==> src/rtl/dds_serial_port_pkg.sv <==
// dds_pkg: shared types and helpers for the DDS serial-port engine.
//   dds_state_e : command FSM states
//   REG_POW     : address of the only 2-byte register (POW)
//   reg_bytes() : data-phase length in bytes for a register address
//   tx_frame()  : 40-bit MSB-first shift image of a command
package dds_pkg;

    typedef enum logic [2:0] {
        ST_SYNC,
        ST_IDLE,
        ST_CS_SU,
        ST_SHIFT,
        ST_CS_HD,
        ST_IOUP_WT,
        ST_IOUP,
        ST_DONE
    } dds_state_e;

    localparam logic [4:0] REG_POW = 5'h08;

    function automatic logic [2:0] reg_bytes(input logic [4:0] addr);
        return (addr == REG_POW) ? 3'd2 : 3'd4;
    endfunction

    // Instruction byte followed by the data word, left-aligned so bit 39 goes
    // out first. Reads shift zeros during the data phase. 2-byte frames only
    // use the top 24 bits.
    function automatic logic [39:0] tx_frame(input logic [7:0] order, input logic [31:0] wdata);
        logic [31:0] d;
        d = order[7] ? 32'h0 : wdata;
        if (reg_bytes(order[4:0]) == 3'd2)
            return {order, d[15:0], 16'h0};
        return {order, d};
    endfunction

endpackage

==> src/rtl/dds_serial_port_if.sv <==
// dds_serial_port_if: command handshake between the sequencing controller
// (master) and the serial-port engine (slave).
//   start  : command request level, rising edge accepted when idle
//   order  : instruction byte ([7]=read, [4:0]=address)
//   wdata  : write data, right-justified
//   rdata  : read result, right-justified, zero-extended
//   done   : one-cycle completion pulse
//   busy   : engine occupied
interface dds_serial_port_if;
    logic        start;
    logic [7:0]  order;
    logic [31:0] wdata;
    logic [31:0] rdata;
    logic        done;
    logic        busy;

    modport master (output start, order, wdata, input rdata, done, busy);
    modport slave  (input start, order, wdata, output rdata, done, busy);
endinterface

==> src/rtl/dds_serial_port_sclk_gen.sv <==
// dds_sclk_gen: SCLK timing strobes for the serial shifter.
//   clk, rst_n : system clock, async active-low reset
//   en         : run the divider; low holds it at the start of a low half
//   sclk_rise  : this clk edge starts an SCLK high half
//   sclk_fall  : this clk edge starts an SCLK low half
// Each half period is CLK_DIV clk cycles; the first half after enable is low.
module dds_sclk_gen #(
    parameter int CLK_DIV = 2
) (
    input  logic clk,
    input  logic rst_n,
    input  logic en,
    output logic sclk_rise,
    output logic sclk_fall
);

    localparam logic [15:0] DIV_LAST = 16'(CLK_DIV - 1);

    logic [15:0] div_cnt;
    logic        phase;   // 0: in low half, 1: in high half
    logic        wrap;

    assign wrap      = (div_cnt == DIV_LAST);
    assign sclk_rise = en & wrap & ~phase;
    assign sclk_fall = en & wrap & phase;

    always_ff @(posedge clk or negedge rst_n) begin
        if (!rst_n) begin
            div_cnt <= '0;
            phase   <= 1'b0;
        end else if (!en) begin
            div_cnt <= '0;
            phase   <= 1'b0;
        end else if (wrap) begin
            div_cnt <= '0;
            phase   <= ~phase;
        end else begin
            div_cnt <= div_cnt + 16'd1;
        end
    end

endmodule

==> src/rtl/dds_serial_port.sv <==
// dds_serial_port: serial-port engine for an AD9910-class DDS.
// Takes one register command from the controller, frames it with CS, shifts
// instruction + data MSB-first on SCLK/SDIO, captures SDO on reads and pulses
// IO_UPDATE after writes (optionally aligned to SYNC_CLK).
//   clk, rst_n : system clock, async active-low reset
//   cmd        : command handshake (slave side)
//   SDO        : DDS serial data out (4-wire mode)
//   SYNC_CLK   : DDS SYNC_CLK, asynchronous to clk
//   SCLK, SDIO, CS, IO_UPDATE, SYNCIO : DDS serial pins, all registered
module dds_serial_port
    import dds_pkg::*;
#(
    parameter int CLK_DIV   = 2,
    parameter int IOUP_W    = 4,
    parameter int SYNCIO_W  = 4,
    parameter int IOUP_SYNC = 1
) (
    input  logic                clk,
    input  logic                rst_n,
    dds_serial_port_if.slave    cmd,
    input  logic                SDO,
    input  logic                SYNC_CLK,
    output logic                SCLK,
    output logic                SDIO,
    output logic                CS,
    output logic                IO_UPDATE,
    output logic                SYNCIO
);

    localparam logic [15:0] CS_LAST   = 16'(CLK_DIV - 1);
    localparam logic [15:0] IOUP_LAST = 16'(IOUP_W - 1);
    localparam logic [15:0] SYNC_LAST = 16'(SYNCIO_W - 1);

    dds_state_e  state;
    logic [15:0] cnt;        // phase timer for SYNC / CS_SU / CS_HD / IOUP
    logic [5:0]  bit_cnt;    // bits left after the current one
    logic [39:0] tx_sh;
    logic        is_read;
    logic [2:0]  nbytes;
    logic        start_q;
    logic [2:0]  sync_ff;    // [1:0] synchroniser, [2] edge-detect history
    logic [31:0] rdata_q;
    logic        done_q;
    logic        busy_q;

    logic        accept;
    logic        sync_rise;
    logic        sclk_rise;
    logic        sclk_fall;
    logic [2:0]  acc_bytes;

    assign accept    = cmd.start & ~start_q;
    assign sync_rise = sync_ff[1] & ~sync_ff[2];
    assign acc_bytes = reg_bytes(cmd.order[4:0]);

    assign cmd.rdata = rdata_q;
    assign cmd.done  = done_q;
    assign cmd.busy  = busy_q;

    dds_sclk_gen #(.CLK_DIV(CLK_DIV)) u_sclk_gen (
        .clk       (clk),
        .rst_n     (rst_n),
        .en        (state == ST_SHIFT),
        .sclk_rise (sclk_rise),
        .sclk_fall (sclk_fall)
    );

    always_ff @(posedge clk or negedge rst_n) begin
        if (!rst_n) begin
            state     <= ST_SYNC;
            cnt       <= SYNC_LAST;
            bit_cnt   <= '0;
            tx_sh     <= '0;
            is_read   <= 1'b0;
            nbytes    <= 3'd4;
            start_q   <= 1'b0;
            sync_ff   <= '0;
            rdata_q   <= '0;
            done_q    <= 1'b0;
            busy_q    <= 1'b1;
            SCLK      <= 1'b0;
            SDIO      <= 1'b0;
            CS        <= 1'b1;
            IO_UPDATE <= 1'b0;
            SYNCIO    <= 1'b1;
        end else begin
            // Edge detector runs everywhere so an edge seen while busy is
            // consumed, not replayed once the engine goes idle.
            start_q <= cmd.start;
            sync_ff <= {sync_ff[1:0], SYNC_CLK};
            done_q  <= 1'b0;

            case (state)
                ST_SYNC: begin
                    if (cnt == '0) begin
                        SYNCIO <= 1'b0;
                        busy_q <= 1'b0;
                        state  <= ST_IDLE;
                    end else begin
                        cnt <= cnt - 16'd1;
                    end
                end

                ST_IDLE: begin
                    busy_q <= 1'b0;
                    if (accept) begin
                        is_read <= cmd.order[7];
                        nbytes  <= acc_bytes;
                        tx_sh   <= tx_frame(cmd.order, cmd.wdata);
                        bit_cnt <= (acc_bytes == 3'd2) ? 6'd23 : 6'd39;
                        if (cmd.order[7])
                            rdata_q <= '0;
                        busy_q  <= 1'b1;
                        CS      <= 1'b0;
                        SDIO    <= cmd.order[7];
                        cnt     <= CS_LAST;
                        state   <= ST_CS_SU;
                    end
                end

                ST_CS_SU: begin
                    if (cnt == '0)
                        state <= ST_SHIFT;
                    else
                        cnt <= cnt - 16'd1;
                end

                ST_SHIFT: begin
                    if (sclk_rise) begin
                        SCLK <= 1'b1;
                        // Only data-phase bits land in rdata, keeping it right-justified.
                        if (is_read && (bit_cnt < {nbytes, 3'b000}))
                            rdata_q <= {rdata_q[30:0], SDO};
                    end
                    if (sclk_fall) begin
                        SCLK <= 1'b0;
                        if (bit_cnt == '0) begin
                            SDIO  <= 1'b0;
                            cnt   <= CS_LAST;
                            state <= ST_CS_HD;
                        end else begin
                            bit_cnt <= bit_cnt - 6'd1;
                            tx_sh   <= {tx_sh[38:0], 1'b0};
                            SDIO    <= tx_sh[38];
                        end
                    end
                end

                ST_CS_HD: begin
                    if (cnt == '0) begin
                        CS    <= 1'b1;
                        state <= is_read ? ST_DONE : ST_IOUP_WT;
                    end else begin
                        cnt <= cnt - 16'd1;
                    end
                end

                ST_IOUP_WT: begin
                    if ((IOUP_SYNC == 0) || sync_rise) begin
                        IO_UPDATE <= 1'b1;
                        cnt       <= IOUP_LAST;
                        state     <= ST_IOUP;
                    end
                end

                ST_IOUP: begin
                    if (cnt == '0) begin
                        IO_UPDATE <= 1'b0;
                        state     <= ST_DONE;
                    end else begin
                        cnt <= cnt - 16'd1;
                    end
                end

                ST_DONE: begin
                    // busy stays up through the done cycle and drops in IDLE.
                    done_q <= 1'b1;
                    state  <= ST_IDLE;
                end

                default: state <= ST_IDLE;
            endcase
        end
    end

endmodule

==> src/flat_wrapper.sv <==
// flat-port wrapper written by rule: the top's interface ports become plain ports
module dds_serial_port_flat import dds_pkg::*;
#(
    parameter int CLK_DIV   = 2,
    parameter int IOUP_W    = 4,
    parameter int SYNCIO_W  = 4,
    parameter int IOUP_SYNC = 1
)
  (clk, rst_n, SDO, SYNC_CLK, SCLK, SDIO, CS, IO_UPDATE, SYNCIO, cmd_start, cmd_order, cmd_wdata, cmd_rdata, cmd_done, cmd_busy);
  dds_serial_port_if cmd_i ();
  input  logic clk;
  input  logic rst_n;
  input  logic SDO;
  input  logic SYNC_CLK;
  output logic SCLK;
  output logic SDIO;
  output logic CS;
  output logic IO_UPDATE;
  output logic SYNCIO;
  input wire logic [$bits(cmd_i.start)-1:0] cmd_start;
  input wire logic [$bits(cmd_i.order)-1:0] cmd_order;
  input wire logic [$bits(cmd_i.wdata)-1:0] cmd_wdata;
  output wire logic [$bits(cmd_i.rdata)-1:0] cmd_rdata;
  output wire logic [$bits(cmd_i.done)-1:0] cmd_done;
  output wire logic [$bits(cmd_i.busy)-1:0] cmd_busy;
  assign cmd_i.start = cmd_start;
  assign cmd_i.order = cmd_order;
  assign cmd_i.wdata = cmd_wdata;
  assign cmd_rdata = cmd_i.rdata;
  assign cmd_done = cmd_i.done;
  assign cmd_busy = cmd_i.busy;
  dds_serial_port #(.CLK_DIV(CLK_DIV), .IOUP_W(IOUP_W), .SYNCIO_W(SYNCIO_W), .IOUP_SYNC(IOUP_SYNC)) u_core (.clk(clk), .rst_n(rst_n), .cmd(cmd_i), .SDO(SDO), .SYNC_CLK(SYNC_CLK), .SCLK(SCLK), .SDIO(SDIO), .CS(CS), .IO_UPDATE(IO_UPDATE), .SYNCIO(SYNCIO));
endmodule
==> config.mk <==
export PLATFORM = sky130hd
export DESIGN_NAME = dds_serial_port_flat
export DESIGN_NICKNAME = d
export VERILOG_FILES = /design/src/rtl/dds_serial_port_pkg.sv /design/src/rtl/dds_serial_port_if.sv /design/src/rtl/dds_serial_port_sclk_gen.sv /design/src/rtl/dds_serial_port.sv /design/src/flat_wrapper.sv
export SDC_FILE = /design/constraint.sdc
export NUM_CORES = 1
export LEC_CHECK = 0
export BUFFER_PORTS_ARGS = -buffer_cell sky130_fd_sc_hd__buf_2
export CAP_MARGIN = 10
export CORE_UTILIZATION = 44
export DETAILED_ROUTE_END_ITERATION = 16
export RECOVER_POWER = 25
export SYNTH_ARGS = -nofsm -noshare
export SYNTH_HDL_FRONTEND = slang
export SYNTH_HIERARCHICAL = 1
export SYNTH_SLANG_ARGS = --single-unit
export TNS_END_PERCENT = 20
==> constraint.sdc <==
create_clock -name clk -period 8.3 [get_ports clk]
set_input_delay 2.49 -clock clk [delete_from_list [all_inputs] [get_ports clk]]
set_output_delay 2.49 -clock clk [all_outputs]
set_load 0.005 [all_outputs]
==> results of run 1 <==
## cell type report
type	count	area, sq um
sequential	127	3190
clock buffer	19	453
tap	184	230
fill	1346	6910
multi-input combinational	458	2990
inverter	37	139
clock inverter	13	163
timing repair buffer	90	463
## power by group
group	switching [mW]	leakage (nW)	internal, mW
Sequential	0.136	1.62	0.774
Clock	0.285	0.295	0.488
Combinational	0.193	1.52	0.173
Total	0.614	3.44	1.44
## metal layers
metal / wire length [um] / vias up / GRT usage
met3: 656 / 20 / 0.0453
li1: - / 2566 / -
met1: 7150 / 2715 / 0.295
met4: 220 / 0 / 0.0885
met5: 0 / - / 0
met2: 7130 / 118 / 0.316
## sequential cells by signal (all words and copies together) (netlist names), 2 cells and up
register                   flops
u_core/tx_sh                  39
u_core/cmd.rdata              32
u_core/cnt                    16
u_core/u_sclk_gen/div_cnt     16
u_core/bit_cnt                 6
u_core/state                   3
u_core/sync_ff                 3
u_core/nbytes                  2
## kinds of logic after synthesis
kind of cell,after synthesis
muxes,34
buffers and inverters,85
DFF,127
and+or+nand+nor,216
AOI/OAI and AO/OA,188
adders and majority gates,6
xor gates and xnor gates,14
## per-stage QoR
stage	power [mW]	hold WS [ns]	cell area [sq um]
finish	2.05	0.349	7620
CTS	2.07	0.352	7630
floorplan	1.15	0.331	6550
detailed placement	1.28	0.340	7020
global placement	1.27	0.344	7020
global route	2.17	0.365	7620
## cell usage in the layout (no fill, tap or decap), types with 16 or more instances in the layout
master	synthesis	layout
a21oi_1	32	32
a22o_1	16	16
a31oi_1	33	33
buf_2	9	82
clkbuf_16	0	17
dfrtp_1	121	121
inv_1	37	37
mux2_2	31	31
nand2_1	45	45
nand4_1	25	25
nor2_1	51	50
nor3_1	18	18
nor3b_1	18	18
o21a_1	19	19
o21ai_0	51	51
## final timing paths
kind,depth (start not counted),endpoint,start
setup reg to reg,6,u_core/tx_sh[27]$_DFFE_PN0P_,u_core/state[1]$_DFFE_PN0P_
min in group asynchronous,1,u_core/cnt[4]$_DFFE_PN0P_,rst_n
setup / recovery,2,u_core/tx_sh[13]$_DFFE_PN0P_,rst_n
hold reg to reg,0,u_core/sync_ff[1]$_DFF_PN0_,u_core/sync_ff[0]$_DFF_PN0_
max in group clk,5,u_core/tx_sh[3]$_DFFE_PN0P_,cmd_order[1]
hold / removal,0,u_core/sync_ff[1]$_DFF_PN0_,u_core/sync_ff[0]$_DFF_PN0_
==> summary.txt, run 1 <==
Outcome
  – Outcome: finished with violations
  – Violated checks: capacitance limit, slew limit

Worst setup path
  – WP data required: 8.76 ns
  – Crit end category: async pin
  – Crit-path slowest cell: clkbuf_1
  – Crit-path max FO: 65
  – Buf/Inv on CP: 2
  – Critical Path AT: 5.92 ns
  – CP delay by family, top: buffers and inverters
  – R2r setup slk: 4.35 ns
  – CP peak stage delay: 2.42 ns
  – CP Launch Type: primary input
  – Crit Path Category: in -> async
  – Crit-path cells: clkbuf_1 > buf_4

Clock network
  – Clock root cell: clkbuf_16
  – Post-CTS setup buffer count: 0
  – Htree depth: 4
  – Number of clock sinks: 127
  – Post-cts sizing count: 0
  – Hold-fix buffers, CTS: 0
  – TritonCTS clock tree: yes
  – Clk buf depth: 2
  – Worst-Skew Late Latency: 0.42 ns
  – Num CTS Buffers: 17
  – Clock slew at reported path FFs: 0.06 ns

Floorplanning
  – I/O pin count: 84
  – Die area: 0.0154 sq mm
  – Core Area: 0.0145 sq mm
  – Initial Util: 0.451
  – Cell Rows: 44
  – Width of the die: 124 um
  – Die extent in y: 124 um

Final layout
  – Layout cells sized above 1: 0.234
  – # diodes: 0
  – Post-Layout Cell Count: 928
  – Total Nets Final: 782
  – Util after Layout: 0.525
  – Area grow syn2layout: 16.3%

Route
  – Remaining antenna violation count: 0
  – Drt pass-1 iters: 6
  – Vias per inst: 5.84
  – DRC: 0
  – WL/cell: 16.3 um
  – Vias: 5,419
  – Iter 0 DRT Violations: 366
  – Routed WL: 15,200 um

Synth
  – Main combinational cell family by area after synthesis: compound AO/OA/AOI/OAI gates
  – Compound-Gate Fraction of Synth Area: 0.190
  – Post-Synth XOR/XNOR Area: 0.0187
  – Asr flop ratio synth: 1.00
  – EDFF count, synth: 0
  – Syn Area/Cell: 9.78 sq um
  – Post-Synth Simple-Gate Area: 0.179
  – Cells after synthesis: 670
  – Mux cell area share after synthesis: 0.0579
  – Post-synth top cells: dfrtp_1 (121), nor2_1 (51), o21ai_0 (51)
  – Cell Area, Synth: 0.00655 sq mm
  – Synth top area cells: dfrtp_1 (46%), mux2_2 (5.3%), o21ai_0 (3.9%), a31oi_1 (3.2%), nor2_1 (2.9%)
  – Synth unique cells: 65
  – Cell taking the most area after synthesis: dfrtp_1
  – Synth Warn #: 6
  – Most common cell in the netlist: dfrtp_1
  – Top cell type's share of synthesized area: 0.462
  – Register area share after synthesis: 0.486
  – Flops & latches, synth: 127
  – Post-synthesis adder-cell area fraction: 0.0115
  – Post-synth top flop: dfrtp_1
  – Syn_nets: 721

Power and ir drop
  – Maximum VDD drop: 0.000178 V
  – Pwr Density: 269 mW/mm^2
  – Lkg Pwr: 3.44 nW

Global route
  – Gr usage total: 0.211
  – Number of global-route vias before repair: 5,113
  – First-pass GRT wire length: 25,200 um
  – Largest net degree at the start of global routing: 66
  – Congestion Overflow GR: 0
  – Initial antenna violation count: 0

Timing
  – Setup ws final: 2.85 ns
  – Final Hold Viols: 0
  – Relative slew slack: -1.32
  – Period utilization: 0.657
  – Final Max Tran Viols: 113
  – Maximum clock frequency: 0.183 GHz
  – Final setup viols: 0
  – Max Clock Skew: 0.00693 ns
  – Unrepaired setup endpoints after global routing: false
  – Fin Setup TNS: 0 ns
  – Worst slew pin tran: 3.48 ns
  – Post-layout min period: 5.45 ns

Placed design
  – GPL Wtd Cong: 0.802
  – Pre-CTS setup slack: 3.51 ns
  – Final HPWL DP: 9760 um
  – IO Port Bufs: 83
  – Placed cell count: 896

Hold path
  – Tightest Hold Check Type: reg -> reg

Flow run
  – Total of max-cap violations: 2
(Power assumes the default switching activity.)
==> run 2, diff against run 1 <==
Clock period 8.3 ns to 5.7 ns, I/O delays scaled along.
==> run 2 against run 1 <==
  * The flow now finishes without violations
  * Sequential power increased by 42%
  * Final area decreased by 0.11%
  * Non-clock buffer count increased by 3
  * First-iteration DRC count increased by 22%
  * Clock power increased by 37%
  * Critical path depth increased by 4
  * Worst hold slack improved by 0.0099 ns
  * Via count decreased by 1.6%
  * Wire length decreased by 0.85%
  * Combinational power increased by 55%
==> summary.txt, run 2 (synthesis gave the netlist of run 1 again) <==
Floorplanning
  – Cell Rows: 44 (unchanged)
  – Core Area: 0.0145 sq mm (unchanged)
  – Die extent in y: 124 um (unchanged)
  – I/O pin count: 84 (unchanged)
  – Initial Util: 0.451 (unchanged)
  – Die area: 0.0154 sq mm (unchanged)
  – Width of the die: 124 um (unchanged)

Placed design
  – Final HPWL DP: 9770 um (was 9760 um)
  – IO Port Bufs: 83 (unchanged)
  – Area after DPL: 0.00704 sq mm (was 0.00702 sq mm)
  – Placed cell count: 899 (was 896)
  – GPL Wtd Cong: 0.781 (was 0.802)

Final layout
  – Util after Layout: 0.524 (was 0.525)
  – Max reg flops: 39 (unchanged)
  – Area grow syn2layout: 16.2% (was 16.3%)
  – Total Nets Final: 785 (was 782)
  – Fillcell total: 1,380 (was 1,346)
  – Most common cell after layout, fill and taps aside: dfrtp_1 (unchanged)
  – # diodes: 0 (unchanged)
  – Post-Layout Cell Count: 931 (was 928)
  – Layout cells sized above 1: 0.238 (was 0.234)
  – Most frequent cells in the layout: dfrtp_1 (121), buf_2 (82), o21ai_0 (51), nor2_1 (50), nand2_1 (45) (unchanged)
  – Top reg by flops: u_core/tx_sh (unchanged)
  – Design area: 0.00761 sq mm (was 0.00762 sq mm)

Outcome
  – Outcome: finished, final reports clean (was finished with violations)

Route
  – WL/cell: 16.1 um (was 16.3 um)
  – DRC: 0 (unchanged)
  – Drt pass-1 iters: 5 (was 6)
  – Vias: 5,332 (was 5,419)
  – Routed WL: 15,000 um (was 15,200 um)
  – Vias per inst: 5.73 (was 5.84)
  – Iter 0 DRT Violations: 446 (was 366)
  – Remaining antenna violation count: 0 (unchanged)

Timing
  – Period utilization: 0.688
  – Post-layout min period: 3.92 ns
  – Fin Setup TNS: 0 ns (unchanged)
  – Final setup viols: 0 (unchanged)
  – Worst slew pin tran: 1.14 ns (was 3.48 ns)
  – Unrepaired setup endpoints after global routing: false (unchanged)
  – Max Clock Skew: 0.00585 ns (was 0.00693 ns)
  – Maximum clock frequency: 0.255 GHz
  – Final Max Tran Viols: 0 (was 113)
  – Relative slew slack: 0.243 (was -1.32)
  – Final Hold Viols: 0 (unchanged)

Worst setup path
  – Buf/Inv on CP: 2 (unchanged)
  – Crit-path max FO: 31 (was 65)
  – Crit-path cells: buf_2 > nor3b_1 > o21ai_1 > nor2_2 > buf_4 > mux2_2 (was clkbuf_1 > buf_4)
  – WP data required: 6.00 ns (was 8.76 ns)
  – Crit Path Category: in -> reg (was in -> async)
  – Critical Path AT: 4.22 ns (was 5.92 ns)
  – Crit-path slowest cell: nor3b_1 (was clkbuf_1)
  – CP peak stage delay: 0.76 ns (was 2.42 ns)
  – CP delay by family, top: simple AND/OR/NAND/NOR gates (was buffers and inverters)
  – Crit end category: register (was async pin)
  – CP Launch Type: primary input (unchanged)

Clock network
  – Number of clock sinks: 127 (unchanged)
  – Clk buf depth: 2 (unchanged)
  – Post-CTS setup buffer count: 0 (unchanged)
  – Hold-fix buffers, CTS: 0 (unchanged)
  – TritonCTS clock tree: yes (unchanged)
  – Htree depth: 4 (unchanged)
  – Worst-Skew Late Latency: 0.42 ns (about the same)
  – Clock root cell: clkbuf_16 (unchanged)
  – Clock slew at reported path FFs: 0.06 ns (about the same)
  – Post-cts sizing count: 0 (unchanged)
  – Num CTS Buffers: 17 (unchanged)

Global route
  – Largest net degree at the start of global routing: 69 (was 66)
  – First-pass GRT wire length: 25,000 um (was 25,200 um)
  – Initial antenna violation count: 0 (unchanged)
  – Gr usage total: 0.209 (was 0.211)
  – Congestion Overflow GR: 0 (unchanged)
  – Number of global-route vias before repair: 5,043 (was 5,113)

Power and ir drop
  – Lkg Pwr: 3.43 nW (was 3.44 nW)
  – Pwr Density: 384 mW/mm^2 (was 269 mW/mm^2)
  – Maximum VDD drop: 0.000226 V (was 0.000178 V)

Flow run
  – Total of max-cap violations: 0 (was 2)

Hold path
  – Tightest Hold Check Type: reg -> reg (unchanged)
-- run 2: power by group --
group,internal [mW],switching (mW)
clock network,0.652,0.408
registers,1.13,0.165
logic,0.256,0.313
-- run 2: metrics by stage --
step | hold WS (ns) | setup slack (ns) | power, mW
6_report | 0.359 | 1.78 | 2.92
2_1_floorplan | 0.331 | 2.18 | 1.67
4_1_cts | 0.367 | 2.13 | 2.96
3_5_place_dp | 0.354 | 1.68 | 1.88
3_3_place_gp | 0.350 | 1.72 | 1.85
5_1_grt | 0.373 | 1.60 | 3.11
-- run 2: cell type report --
cell class | instances | area (sq um) | area share
Tap cell | 184 | 230 | 0.0302
Timing Repair Buffer | 93 | 489 | 0.0642
Sequential cell | 127 | 3190 | 0.418
Multi-Input combinational cell | 458 | 2990 | 0.393
Inverter | 37 | 139 | 0.0182
Clock buffer | 18 | 439 | 0.0577
Clock inverter | 14 | 143 | 0.0187
-- run 2: final timing paths --
check	startpoint	end	slack, ns	cells after the start
setup / recovery	cmd_start	u_core/tx_sh[7]$_DFFE_PN0P_	1.78	6
hold / removal	u_core/sync_ff[0]$_DFF_PN0_	u_core/sync_ff[1]$_DFF_PN0_	0.36	0
setup reg to reg	u_core/u_sclk_gen/div_cnt[3]$_DFF_PN0_	u_core/cmd.rdata[17]$_DFFE_PN0P_	2.46	9
hold reg to reg	u_core/sync_ff[0]$_DFF_PN0_	u_core/sync_ff[1]$_DFF_PN0_	0.36	0
max in group asynchronous	rst_n	u_core/nbytes[2]$_DFFE_PN1P_	3.29	2
min in group asynchronous	rst_n	u_core/cnt[6]$_DFFE_PN0P_	1.40	1
-- run 2: worst register-to-register path, stage by stage, from the launching register on --
cell and delay (ns):
dfrtp_1 0.47, nor4_1 0.29, and4_1 0.27, nand3_1 0.11, inv_1 0.09, nand2_1 0.07
a2111oi_2 0.20, buf_4 0.29, o21a_1 0.91, mux2_2 0.43
-- run 2: metal layers --
metal	part of all wire	global-route usage
met5	0	0
met4	0.011	0.0677
met3	0.046	0.0540
met2	0.47	0.325
met1	0.47	0.286
==> run 3, diff against run 2 <==
Settings changed: ABC_AREA set to 1.
Clock period 5.7 ns to 3.75 ns, I/O delays scaled along.
==> run 3 against run 2 <==
  * The flow now finishes with violations (capacitance limit, slew limit)
  * Global-route usage up 0.90 points
  * Utilization up 0.96 points
  * Largest power group unchanged
  * Sequential power up 71%
  * Highest routed layer unchanged
==> summary.txt, run 3 <==
Worst setup path
  – Critical Path AT: 3.66 ns (was 4.22 ns)
  – WP data required: 4.08 ns (was 6.00 ns)
  – R2R depth: 9 (unchanged)
  – Crit-path max FO: 80 (was 31)
  – Crit-path cells: nand2_1 > nor2_4 > buf_4 > nand2_1 > nand2_1 > nand2_4 > inv_4 > o21ai_0 > o21ai_0 (was buf_2 > nor3b_1 > o21ai_1 > nor2_2 > buf_4 > mux2_2)
  – Crit end category: register (unchanged)
  – R2r startpoint: u_core/state[0]$_DFFE_PN0P_ (was u_core/u_sclk_gen/div_cnt[3]$_DFF_PN0_)
  – Reg2reg end: u_core/bit_cnt[0]$_DFFE_PN0P_ (was u_core/cmd.rdata[17]$_DFFE_PN0P_)
  – CP Launch Type: register (was primary input)
  – CP peak stage delay: 0.71 ns (was 0.76 ns)
  – R2r setup slk: 0.42 ns (was 2.46 ns)
  – Crit path top cell by count: nand2_1
  – Crit-path slowest cell: dfrtp_1 (was nor3b_1)
  – Crit Path Category: reg -> reg (was in -> reg)

Route
  – Vias per inst: 4.89 (was 5.73)
  – Routed WL: 15,700 um (was 15,000 um)
  – WL/cell: 13.1 um (was 16.1 um)
  – Vias: 5,847 (was 5,332)
  – Drt pass-1 iters: 5 (unchanged)
  – Iter 0 DRT Violations: 414 (was 446)
  – DRC: 0 (unchanged)
  – Remaining antenna violation count: 0 (unchanged)

Synth
  – Asr flop ratio synth: 1.00 (unchanged)
  – Cells after synthesis: 926 (was 670)
  – Flops & latches, synth: 127 (unchanged)
  – Most common cell in the netlist: nand2_1 (was dfrtp_1)
  – Cell Area, Synth: 0.00668 sq mm (was 0.00655 sq mm)
  – Syn_nets: 977 (was 721)
  – Post-synth top cells: nand2_1 (425), dfrtp_1 (121), nor2_1 (85) (was dfrtp_1 (121), nor2_1 (51), o21ai_0 (51))
  – Synth Warn #: 6 (unchanged)
  – Top cell type's share of synthesized area: 0.454 (was 0.462)
  – EDFF count, synth: 0 (unchanged)
  – Cell taking the most area after synthesis: dfrtp_1 (unchanged)
  – Synth unique cells: 36 (was 65)
  – Synth top area cells: dfrtp_1 (45%), nand2_1 (24%), nor2_1 (4.8%), nand3_1 (4.6%), inv_1 (3.0%) (was dfrtp_1 (46%), mux2_2 (5.3%), o21ai_0 (3.9%), a31oi_1 (3.2%), nor2_1 (2.9%))
  – Post-synth top flop: dfrtp_1 (unchanged)
  – Syn Area/Cell: 7.21 sq um (was 9.78 sq um)
  – Register area share after synthesis: 0.477 (was 0.486)

Global route
  – Largest net degree at the start of global routing: 81 (was 69)
  – Initial antenna violation count: 0 (unchanged)
  – Congestion Overflow GR: 0 (unchanged)
  – First-pass GRT wire length: 27,400 um (was 25,000 um)
  – Number of global-route vias before repair: 5,602 (was 5,043)
  – Gr usage total: 0.218 (was 0.209)

Timing
  – Period utilization: 0.887
  – Final setup viols: 0 (unchanged)
  – Max Clock Skew: 0.0110 ns (was 0.00585 ns)
  – Relative slew slack: -0.528 (was 0.243)
  – Maximum clock frequency: 0.301 GHz
  – Final Max Tran Viols: 41 (was 0)
  – Post-layout min period: 3.33 ns
  – Fin Setup TNS: 0 ns (unchanged)
  – Final Hold Viols: 0 (unchanged)
  – Unrepaired setup endpoints after global routing: false (unchanged)
  – Worst slew pin tran: 2.29 ns (was 1.14 ns)

Flow run
  – Total of max-cap violations: 1 (was 0)

Power and ir drop
  – Sw frac: 0.352 (was 0.303)
  – Pwr Density: 692 mW/mm^2 (was 384 mW/mm^2)
  – Lkg Pwr: 3.98 nW (was 3.43 nW)
  – Gate power share: 0.277 (was 0.195)
  – Clock share of power: 0.316 (was 0.363)
  – NetSw: 1.90 mW (was 0.886 mW)
  – Maximum VDD drop: 0.000386 V (was 0.000226 V)
  – Sequential share of power: 0.408 (was 0.442)
  – P_int: 3.51 mW (was 2.04 mW)

Final layout
  – Max reg flops: 39 (unchanged)
  – Fillcell total: 1,484 (was 1,380)
  – Most frequent cells in the layout: nand2_1 (426), dfrtp_1 (121), nor2_1 (85), buf_2 (80), nand3_1 (62) (was dfrtp_1 (121), buf_2 (82), o21ai_0 (51), nor2_1 (50), nand2_1 (45))
  – Top reg by flops: u_core/tx_sh (unchanged)
  – Area grow syn2layout: 17.0% (was 16.2%)
  – Most common cell after layout, fill and taps aside: nand2_1 (was dfrtp_1)
  – Total Nets Final: 1,050 (was 785)
  – # diodes: 0 (unchanged)
  – Layout cells sized above 1: 0.144 (was 0.238)
  – Design area: 0.00781 sq mm (was 0.00761 sq mm)

Outcome
  – Outcome: finished with violations (was finished, final reports clean)
  – Violated checks: capacitance limit, slew limit

Clock network
  – TritonCTS clock tree: yes (unchanged)
  – Number of clock sinks: 127 (unchanged)
  – Clock root cell: clkbuf_16 (unchanged)
  – Clock slew at reported path FFs: 0.06 ns (about the same)
  – Post-CTS setup buffer count: 0 (unchanged)
  – Worst-Skew Late Latency: 0.42 ns (about the same)
  – Post-cts sizing count: 0 (unchanged)
  – Num CTS Buffers: 17 (unchanged)
  – Clk buf depth: 2 (unchanged)
  – Hold-fix buffers, CTS: 0 (unchanged)
  – Htree depth: 4 (unchanged)

Placed design
  – IO Port Bufs: 83 (unchanged)
  – Area after DPL: 0.00721 sq mm (was 0.00704 sq mm)
  – GPL Wtd Cong: 0.826 (was 0.781)
  – Final HPWL DP: 10,200 um (was 9770 um)

Floorplanning
  – Initial Util: 0.456 (was 0.451)
  – Die area: 0.0157 sq mm (was 0.0154 sq mm)
  – Die extent in y: 125 um (was 124 um)
  – I/O pin count: 84 (unchanged)
  – Width of the die: 125 um (was 124 um)
  – Core Area: 0.0146 sq mm (was 0.0145 sq mm)
  – Cell Rows: 44 (unchanged)

Hold path
  – WHS Endpoint: u_core/sync_ff[1]$_DFF_PN0_ (unchanged)
  – Tightest Hold Check Type: reg -> reg (unchanged)
  – Hold path startpoint: u_core/sync_ff[0]$_DFF_PN0_ (unchanged)
  – Hold depth: 0 (unchanged)
run 3: cell types whose count changed in the layout (fill, tap and decap cells not counted), sizes merged, moves of 13 or more:
cell   change
a31oi     -32
mux2      -31
nor3      -13
nor2      +42
nand3     +55
o21a      -19
o21ai     +19
a22o      -16
nor4      -15
nor3b     -18
a21oi     -27
inv       +18
nand4     -19
nand2    +387
run 3: worst max path at each step:
stage                                 from                             to  cells past startpoint
2_1_floorplan  u_core/state[0]$_DFFE_PN0P_     u_core/cnt[10]$_DFFE_PN0P_                     14
3_3_place_gp   u_core/state[0]$_DFFE_PN0P_  u_core/bit_cnt[0]$_DFFE_PN0P_                      9
3_5_place_dp   u_core/state[0]$_DFFE_PN0P_  u_core/bit_cnt[0]$_DFFE_PN0P_                      9
4_1_cts        u_core/state[0]$_DFFE_PN0P_  u_core/bit_cnt[0]$_DFFE_PN0P_                      9
5_1_grt        u_core/state[0]$_DFFE_PN0P_  u_core/bit_cnt[3]$_DFFE_PN0P_                      9
6_report       u_core/state[0]$_DFFE_PN0P_  u_core/bit_cnt[0]$_DFFE_PN0P_                      9
run 3: cells by family after synthesis:
| logic type | synth area share |
|---|---|
| xor gates and xnor gates | 0.0171 |
| buffers and inverters | 0.0605 |
| DFF | 0.477 |
| adders and majority gates | 0.0112 |
| and+or+nand+nor | 0.366 |
| AOI/OAI and AO/OA | 0.0677 |
run 3: per-stage QoR:
step	hold WS (ns)	utilization	total power, mW	cells	setup WS, ns
after CTS	0.376	0.534	5.48	1196	0.560
after global routing	0.393	0.534	5.85	1196	0.135
after global placement	0.354	0.492	3.70	1164	0.629
after floorplan	0.331	-	3.26	926	1.40
after detailed placement	0.360	0.492	3.73	1164	0.575
final	0.370	0.534	5.41	1196	0.423
run 3: layout make-up:
type	instances	area (sq um)	share of cell area
inverters	56	213	0.0272
well taps	184	230	0.0295
clock buffers	20	457	0.0584
multi-input cells	706	3080	0.395
flip-flops and latches	127	3190	0.408
repair buffers	91	484	0.0620
clock inverters	12	160	0.0205
run 3: worst max-delay path, delay by kind of cell, from the launching register on:
| kind | cells | cell delay [ns] |
|---|---|---|
| and+or+nand+nor | 5 | 1.02 |
| buffers and inverters | 2 | 1.14 |
| AOI/OAI and AO/OA | 2 | 0.26 |
| DFF | 1 | 0.71 |
run 3: power groups by stage:
stage | sequential (mW) | combinational [mW] | clock (mW)
floorplan | 2.14 | 1.13 | 0
global placement | 2.22 | 1.48 | 0
detailed placement | 2.22 | 1.51 | 0
CTS | 2.21 | 1.52 | 1.76
global route | 2.27 | 1.76 | 1.81
finish | 2.21 | 1.50 | 1.71
run 3: layer usage:
layer	routed length, um	up-vias	GRT usage
met5	0	-	0
met4	178	0	0.0681
met3	610	17	0.0526
met2	7010	104	0.331
met1	7920	2681	0.309
li1	-	3045	-
